**src/rtl/pre_norm_mul_seq.sv**
```systemverilog
// -----------------------------------------------------------------------------
// pre_norm_mul_seq
//
// Multi-cycle front end of the single-precision FP multiplier. It accepts two
// IEEE-754 operands over a valid/ready handshake and unpacks them. It then
// produces the result sign, the biased exponent sum with range flags,
// infinity/NaN indications and the full 48-bit mantissa product. The product
// comes from a radix-2 shift-add loop (one multiplier bit per cycle). Every
// output is driven from a register, so the result bundle is held stable until
// downstream takes it.
//
// Ports
//   clk_i        : clock, rising edge
//   rst_ni       : asynchronous active-low reset
//   in_valid_i   : operand bundle valid
//   in_ready_o   : block idle and able to accept operands
//   opa_i, opb_i : IEEE-754 single operands
//   rmode_i      : rounding mode, forwarded unchanged
//   out_valid_o  : result bundle valid
//   out_ready_i  : downstream accepts result
//   opa_o, opb_o : captured operands
//   rmode_o      : captured rounding mode
//   sign_o       : product sign
//   exp_10_o     : low 8 bits of the exponent sum
//   exp_ovf_o    : 2'b11 exponent above 255, 2'b10 below 0, else 2'b00
//   fract_48_o   : unsigned 24x24 mantissa product
//   inf_o        : either operand is infinity
//   nan_o        : either operand is NaN
// -----------------------------------------------------------------------------
module pre_norm_mul_seq #(
    parameter int MUL_ITER = 24
) (
    input  logic        clk_i,
    input  logic        rst_ni,
    input  logic        in_valid_i,
    output logic        in_ready_o,
    input  logic [31:0] opa_i,
    input  logic [31:0] opb_i,
    input  logic [1:0]  rmode_i,
    output logic        out_valid_o,
    input  logic        out_ready_i,
    output logic [31:0] opa_o,
    output logic [31:0] opb_o,
    output logic [1:0]  rmode_o,
    output logic        sign_o,
    output logic [7:0]  exp_10_o,
    output logic [1:0]  exp_ovf_o,
    output logic [47:0] fract_48_o,
    output logic        inf_o,
    output logic        nan_o
);

    localparam logic [1:0] ST_IDLE = 2'd0;
    localparam logic [1:0] ST_MUL  = 2'd1;
    localparam logic [1:0] ST_DONE = 2'd2;

    localparam logic [4:0] LAST_ITER = 5'(MUL_ITER - 1);

    // Mantissa with hidden bit; the hidden bit is 0 for denormals and zero.
    function automatic logic [23:0] unpack_mant(input logic [31:0] op);
        return {(op[30:23] != 8'd0), op[22:0]};
    endfunction

    // Effective exponent: denormals behave as if their exponent field were 1.
    function automatic logic [9:0] eff_exp(input logic [31:0] op);
        return (op[30:23] == 8'd0) ? 10'd1 : {2'b00, op[30:23]};
    endfunction

    function automatic logic is_zero(input logic [31:0] op);
        return (op[30:23] == 8'd0) && (op[22:0] == 23'd0);
    endfunction

    function automatic logic is_inf(input logic [31:0] op);
        return (op[30:23] == 8'hFF) && (op[22:0] == 23'd0);
    endfunction

    function automatic logic is_nan(input logic [31:0] op);
        return (op[30:23] == 8'hFF) && (op[22:0] != 23'd0);
    endfunction

    logic [1:0]  state_q,     state_d;
    logic        in_ready_q,  in_ready_d;
    logic        out_valid_q, out_valid_d;
    logic [31:0] opa_q,       opa_d;
    logic [31:0] opb_q,       opb_d;
    logic [1:0]  rmode_q,     rmode_d;
    logic        sign_q,      sign_d;
    logic [7:0]  exp_q,       exp_d;
    logic [1:0]  ovf_q,       ovf_d;
    logic        inf_q,       inf_d;
    logic        nan_q,       nan_d;
    logic [47:0] acc_q,       acc_d;
    logic [47:0] mcand_q,     mcand_d;
    logic [23:0] mplier_q,    mplier_d;
    logic [4:0]  cnt_q,       cnt_d;

    logic [9:0]  exp_sum_s;
    logic [1:0]  exp_ovf_s;

    // Ten-bit two's complement exponent sum of the incoming operands.
    always_comb begin
        exp_sum_s = eff_exp(opa_i) + eff_exp(opb_i) - 10'd127;
        if (exp_sum_s[9]) begin
            exp_ovf_s = 2'b10;
        end else if (exp_sum_s[8]) begin
            exp_ovf_s = 2'b11;
        end else begin
            exp_ovf_s = 2'b00;
        end
    end

    // Next-state logic: accept/unpack, shift-add iteration, result hold.
    always_comb begin
        state_d  = state_q;
        opa_d    = opa_q;
        opb_d    = opb_q;
        rmode_d  = rmode_q;
        sign_d   = sign_q;
        exp_d    = exp_q;
        ovf_d    = ovf_q;
        inf_d    = inf_q;
        nan_d    = nan_q;
        acc_d    = acc_q;
        mcand_d  = mcand_q;
        mplier_d = mplier_q;
        cnt_d    = cnt_q;

        case (state_q)
            ST_IDLE: begin
                if (in_valid_i) begin
                    opa_d    = opa_i;
                    opb_d    = opb_i;
                    rmode_d  = rmode_i;
                    sign_d   = opa_i[31] ^ opb_i[31];
                    exp_d    = exp_sum_s[7:0];
                    ovf_d    = exp_ovf_s;
                    inf_d    = is_inf(opa_i) | is_inf(opb_i);
                    nan_d    = is_nan(opa_i) | is_nan(opb_i);
                    acc_d    = 48'd0;
                    mcand_d  = {24'd0, unpack_mant(opa_i)};
                    mplier_d = unpack_mant(opb_i);
                    cnt_d    = 5'd0;
                    // A zero operand makes the product zero; skip the loop.
                    if (is_zero(opa_i) || is_zero(opb_i)) begin
                        state_d = ST_DONE;
                    end else begin
                        state_d = ST_MUL;
                    end
                end else begin
                    state_d = ST_IDLE;
                end
            end
            ST_MUL: begin
                if (mplier_q[0]) begin
                    acc_d = acc_q + mcand_q;
                end else begin
                    acc_d = acc_q;
                end
                mcand_d  = {mcand_q[46:0], 1'b0};
                mplier_d = {1'b0, mplier_q[23:1]};
                cnt_d    = cnt_q + 5'd1;
                if (cnt_q == LAST_ITER) begin
                    state_d = ST_DONE;
                end else begin
                    state_d = ST_MUL;
                end
            end
            ST_DONE: begin
                if (out_ready_i) begin
                    state_d = ST_IDLE;
                end else begin
                    state_d = ST_DONE;
                end
            end
            default: begin
                state_d = ST_IDLE;
            end
        endcase

        // Handshake flags are registered from the next state.
        in_ready_d  = (state_d == ST_IDLE);
        out_valid_d = (state_d == ST_DONE);
    end

    // State and datapath registers; reset discards any in-flight operation.
    always_ff @(posedge clk_i or negedge rst_ni) begin
        if (!rst_ni) begin
            state_q     <= ST_IDLE;
            in_ready_q  <= 1'b1;
            out_valid_q <= 1'b0;
            opa_q       <= 32'd0;
            opb_q       <= 32'd0;
            rmode_q     <= 2'd0;
            sign_q      <= 1'b0;
            exp_q       <= 8'd0;
            ovf_q       <= 2'd0;
            inf_q       <= 1'b0;
            nan_q       <= 1'b0;
            acc_q       <= 48'd0;
            mcand_q     <= 48'd0;
            mplier_q    <= 24'd0;
            cnt_q       <= 5'd0;
        end else begin
            state_q     <= state_d;
            in_ready_q  <= in_ready_d;
            out_valid_q <= out_valid_d;
            opa_q       <= opa_d;
            opb_q       <= opb_d;
            rmode_q     <= rmode_d;
            sign_q      <= sign_d;
            exp_q       <= exp_d;
            ovf_q       <= ovf_d;
            inf_q       <= inf_d;
            nan_q       <= nan_d;
            acc_q       <= acc_d;
            mcand_q     <= mcand_d;
            mplier_q    <= mplier_d;
            cnt_q       <= cnt_d;
        end
    end

    assign in_ready_o  = in_ready_q;
    assign out_valid_o = out_valid_q;
    assign opa_o       = opa_q;
    assign opb_o       = opb_q;
    assign rmode_o     = rmode_q;
    assign sign_o      = sign_q;
    assign exp_10_o    = exp_q;
    assign exp_ovf_o   = ovf_q;
    assign fract_48_o  = acc_q;
    assign inf_o       = inf_q;
    assign nan_o       = nan_q;

endmodule

```
**config.mk**
```make
export PLATFORM = sky130hd
export DESIGN_NAME = pre_norm_mul_seq
export DESIGN_NICKNAME = d
export VERILOG_FILES = /design/src/rtl/pre_norm_mul_seq.sv
export SDC_FILE = /design/constraint.sdc
export NUM_CORES = 1
export LEC_CHECK = 0
export ABC_AREA = 0
export CAP_MARGIN = 20
export CORE_UTILIZATION = 50
export CTS_CLUSTER_SIZE = 8
export DETAILED_ROUTE_END_ITERATION = 8
export PLACE_DENSITY = 0.74
export SLEW_MARGIN = 0
export SYNTH_ARGS = -nofsm -noshare
export SYNTH_HDL_FRONTEND = slang
export SYNTH_SLANG_ARGS = --single-unit
```
**constraint.sdc**
```tcl
create_clock -name clk_i -period 5.4 [get_ports clk_i]
set_input_delay 0.81 -clock clk_i [delete_from_list [all_inputs] [get_ports clk_i]]
set_output_delay 0.81 -clock clk_i [all_outputs]
set_load 0.02 [all_outputs]
```
# [Yosys cells after proc, flatten, opt, wreduce, memory -nomap -nowiden]
# Index checks and enable logic that the tools add are counted.
[classes] n_reduce_logical=21 bitwise_logic=3 addsub=4 n_mux=18 eq_ne=8
[op_table] operator="$pmux 48 s2" count=2
[op_table] operator="$mux 48" count=3
[op_table] operator="$add 48x48->48" count=1
[op_table] operator="$pmux 24 s2" count=1
[op_table] operator="$logic_not 23->1" count=2
[op_table] operator="$reduce_bool 23->1" count=2
[op_table] operator="$mux 24" count=1
[op_table] operator="$eq 8x8->1 const B" count=2
[op_table] operator="$logic_not 8->1" count=2
[op_table] operator="$mux 8" count=2
[op_table] operator="$reduce_bool 8->1" count=2
[op_table] operator="$mux 2" count=6
[op_table] operator="$pmux 5 s2" count=1
[op_table] operator="$sub 9x7->10 const B" count=1
[op_table] operator="$add 8x8->9" count=1
[op_table] operator="$logic_and 1x1->1" count=6
[op_table] operator="$pmux 2 s3" count=1
[op_table] operator="$add 5x1->5 const B" count=1
[op_table] operator="$eq 5x5->1 const B" count=1
[op_table] operator="$mux 5" count=1
[op_table] operator="$eq 2x2->1 const B" count=2
[op_table] operator="$logic_not 2->1" count=2
[op_table] operator="$ne 2x2->1 const B" count=2
[op_table] operator="$reduce_and 2->1" count=2
[op_table] operator="other kinds (6)" count=7
[totals] out_inout_bits=129 regBits=208

# [Logic depth before layout (Yosys ltp)]
[logic_depth] depth_word=7 ltp_mapped=17 mapped_depth_nobuf=17

# [Least setup slack after synthesis]
# OpenSTA, ideal clock, no wires.
[synth_path] path_kind="input port to flip-flop" startpoint="input port opa_i[30]" endpoint="register ovf_q[1], in the netlist exp_ovf_o[1]" n_path_buf=0 setup_ns=0.135 slack_ns=2.017 t_arrival_ns=3.248 cell_stages=17 cell_sequence="or4_1 > nor2_1 > nor2_1 > ha_1 > inv_1 > ha_1 > inv_1 > fa_1 > inv_1 > a21oi_1 > o21bai_1 > a21oi_1 > o21bai_1 > and2_1 > o21ai_0 > mux2i_1 > o21ai_0"
[synth_via] elab_chain_cells=6
[synth_lines] item="start, declared" line="37" source="input logic [31:0] opa_i,"
[synth_lines] item="$logic_not 8->1" line="66" source="return (op[30:23] == 8'd0) ? 10'd1 : {2'b00, op[30:23]};"
[synth_lines] item="$mux 8 (*)" line="66"
[synth_lines] item="$add 8x8->9 (*)" line="102" source="exp_sum_s = eff_exp(opa_i) + eff_exp(opb_i) - 10'd127;"
[synth_lines] item="$sub 9x7->10 (*)" line="102"
[synth_lines] item="$mux 2" line="105" source="end else if (exp_sum_s[8]) begin"
[synth_lines] item="$mux 2 (*)" line="103" source="if (exp_sum_s[9]) begin"
[synth_lines] item="end signal, assigned" line="212" source="ovf_q <= ovf_d;"
[synth_lines] item="end, declared" line="89" source="logic [1:0] ovf_q, ovf_d;"
# Every way passes the cells marked *; elsewhere a longest branch is shown, timed or not.
# A chain may end at the register's enable or synchronous reset.

# [Final worst setup path]
[layout_path] startpoint="input port opb_i[28]" endpoint="register ovf_q[1], in the netlist exp_ovf_o[1]"
[layout_via] elab_chain_cells=6
[layout_lines] item="start, declared" line="38" source="input logic [31:0] opb_i,"
[layout_lines] item="$logic_not 8->1" line="66"
[layout_lines] item="$mux 8 (*)" line="66"
[layout_lines] item="$add 8x8->9 (*)" line="102"
[layout_lines] item="$sub 9x7->10 (*)" line="102"
[layout_lines] item="$mux 2" line="105"
[layout_lines] item="$mux 2 (*)" line="103"
# Marks and branches as above.

==> results.cfg <==
[min_path]
hold_class = in2async

[cts]
max-clock-path-buffers = 3
cts_setup_buffers = 0
cts_buffers = 30
insertion_delay_ns = 0.56
clk_pin_slew_ns = 0.05
cts.sinks = 208
ctsHtreeMaxLevel = 1
cts_tree = built
cts_root_buffer = clkbuf_16
post_cts_resized = 0
hold_buffers = 0

[timing]
setup_viol = 0
tightest_slew_ns = 1.05
worst_slack_ns = 1.78
hold_violations = 0
fmax_ghz = 0.276
drv_slew = 0
finalCriticalPeriod_ns = 3.62
layout_worst_path_cycle_share_pct = 67.1
final.setup.tns_ns = 0
skew_ns = 0.0373
maxSlewHeadroom_pct = 30.0
rsz0062_at_grt = false

[cells_and_area]
area_growth_pct = 26.8
drive_gt1_share_pct = 4.47
antenna_cells = 0
final_area_um2 = 14300
fin_nets = 1548

[place]
dpl_cell_area_um2 = 13400
post-place-ws_ns = 1.20
dp_hpwl_um = 21700
numPortBuffers = 198
gp_congestion = 0.914

[setup_path]
cp_max_fo = 4
end_kind = flop
cpPeakStageDelay_ns = 0.56
crit_chain = clkdlybuf4s50_1 -> or4_1 -> nor2_1 -> nor2_1 -> ha_1 -> inv_1 -> ha_1 -> inv_1 -> fa_1 -> inv_1 -> a21oi_1 -> o21bai_1 -> a21oi_1 -> o21bai_1 -> and2_1 -> o21ai_0 -> mux2i_1 -> o21ai_0
critPathBufInv = 4
cp_common_cell = inv_1
path_class = in2reg
cp.required_ns = 5.84
critical_path.slowest_cell = or4_1
crit_family = simple AND/OR/NAND/NOR gates
arrival_ns = 4.06
startpoint_type = input port

[logic_synthesis]
syn-num-nets = 1382
synthFlopType = dfrtp_1
seq_area_frac_synth_pct = 46.3
yosysWarnings = 0
ys_types = 66
synth.avg_cell_area_um2 = 9.02
yosys-top-cells-area = dfrtp_1 46%, nand2_1 9.6%, ha_1 7.0%
synth_edf_count = 0
async_reset_ff_share_pct = 100
yosysTopAreaCellShare_pct = 46.1
syn_inst = 1247
ys_ff_latch = 208
yosys.area.top_type = dfrtp_1
synthesis.area_um2 = 11200

[die]
die_y_um = 152
ios = 199
initial_core_util_pct = 51.2
rows = 54
die_area_um2 = 23100
die_w_um = 152
core_um2 = 22000

[run_status]
status = complete, but fails checks
violations = design-rule violations

[grt]
antenna_found_initial = 0
grt_first_pass_wirelength_um = 50700
grt_max_degree = 125
grt_overflow_total = 0
grt_pass1_vias = 9821
track_usage_pct = 26.8

[pwr]
powerDensity_nw_per_um2 = 712
peakVddDrop_uv = 345
p_leak_uw = 0.00646

[route]
wire_per_inst_um = 18.0
drtIter0Drc = 614
vias = 9975
postRouteAntennaNets = 0
routed_wl_um = 30700
viasPerCell = 5.83
drc_errors = 8
dr.pass1.iters = 7

[flow_run]
max_cap_viol_count = 0
-- final timing paths --
path / from / endpoint / slack, ns / cells after the start
worst max-delay path: opb_i[28] / exp_ovf_o[1] / 1.78 / 18
max in group asynchronous: rst_ni / opb_o[15] / 3.78 / 2
worst min register to register: opa_o[18] / opa_o[18] / 0.47 / 2
min in group clk_i: opa_o[18] / opa_o[18] / 0.47 / 2
worst max register to register: mcand_q[21] / fract_48_o[43] / 2.08 / 11
worst min-delay path: rst_ni / mcand_q[17] / 0.44 / 1
-- layout make-up --
cell class | count | area (µm²)
tap | 280 | 350
clock inverter | 2 | 37.5
clock buffer | 48 | 818
sequential | 208 | 5210
timing repair buffer | 211 | 2080
inverter | 27 | 101
fill | 1856 | 7690
multi-input combinational | 935 | 5670
-- flip-flops by register name, summed over array words and instances, names as in the netlist, 2 cells and up --
signal / cells
exp_ovf_o: 2
mplier_q: 24
rmode_o: 2
state_q: 2
cnt_q: 5
mcand_q: 48
exp_10_o: 8
fract_48_o: 48
opa_o: 32
opb_o: 32
-- routing by layer --
layer	global-route usage, %	part of all wire, %	wire [µm]
met5	0	0	0
met2	43.8	47	14400
met3	7.53	7.8	2400
met4	8.11	2.3	717
met1	34.7	43	13200
-- through the flow --
stage	hold WS, ns	total power, µW	cells	utilization (%)
finish	0.442	10200	1711	65.0
global route	0.494	10900	1711	65.0
detailed placement	0.461	8450	1661	61.1
CTS	0.474	10200	1711	65.0
floorplan	0.451	6540	1247	-
global placement	0.458	8330	1661	61.1
-- synthesized netlist by cell type (all sizes together) (2+ instances only) --
| cell type | count |
|---|---|
| o21ai | 85 |
| o31ai | 5 |
| a22oi | 5 |
| nand3 | 19 |
| a211oi | 7 |
| nor3b | 2 |
| a22o | 32 |
| o211ai | 2 |
| o21a | 2 |
| o21bai | 10 |
| nor2 | 37 |
| nand4 | 12 |
| buf | 5 |
| a21oi | 99 |
| nor4 | 10 |
| xor2 | 27 |
| a31oi | 10 |
| nand2b | 6 |
| and4 | 5 |
| o22ai | 90 |
| or4 | 4 |
| dfrtp | 207 |
| nand2 | 287 |
| and2 | 7 |
| nor2b | 9 |
| inv | 27 |
| nor3 | 7 |
| ha | 63 |
| nand4b | 2 |
| a211o | 2 |
| a41oi | 2 |
| xnor2 | 22 |
| clkbuf | 72 |
| and3 | 9 |
| a21o | 32 |
| fa | 2 |
| or3 | 4 |
-- report_power, final --
part / switching, µW / leakage [µW] / total [µW] / internal [µW]
clock: 674 / 0.000403 / 1700 / 1020
combinational: 3160 / 0.00350 / 5550 / 2380
sequential: 604 / 0.00255 / 2920 / 2320
total: 4440 / 0.00646 / 10200 / 5720
-- cells by family after synthesis --
logic type	Yosys count	share of synthesized area, %
XOR/XNOR	49	3.82
AO/OA/AOI/OAI	396	22.4
buffers and inverters	104	3.48
multiplexers	1	0.0890
AND/OR/NAND/NOR	424	16.6
flip-flops	208	46.3
adder cells (fa/ha/maj)	65	7.36
-- cell usage in the layout (no fill, tap or decap), types with 12 or more instances in the layout --
cell / n
a21o_1: 32
a21oi_1: 99
a22o_1: 32
buf_4: 13
clkbuf_1: 18
clkbuf_16: 30
clkdlybuf4s50_1: 197
dfrtp_1: 207
ha_1: 63
inv_1: 26
nand2_1: 286
nand3_1: 19
nand4_1: 12
nor2_1: 35
o21ai_0: 79
o22ai_1: 90
xnor2_1: 22
xor2_1: 27
(Power assumes the default switching activity.)
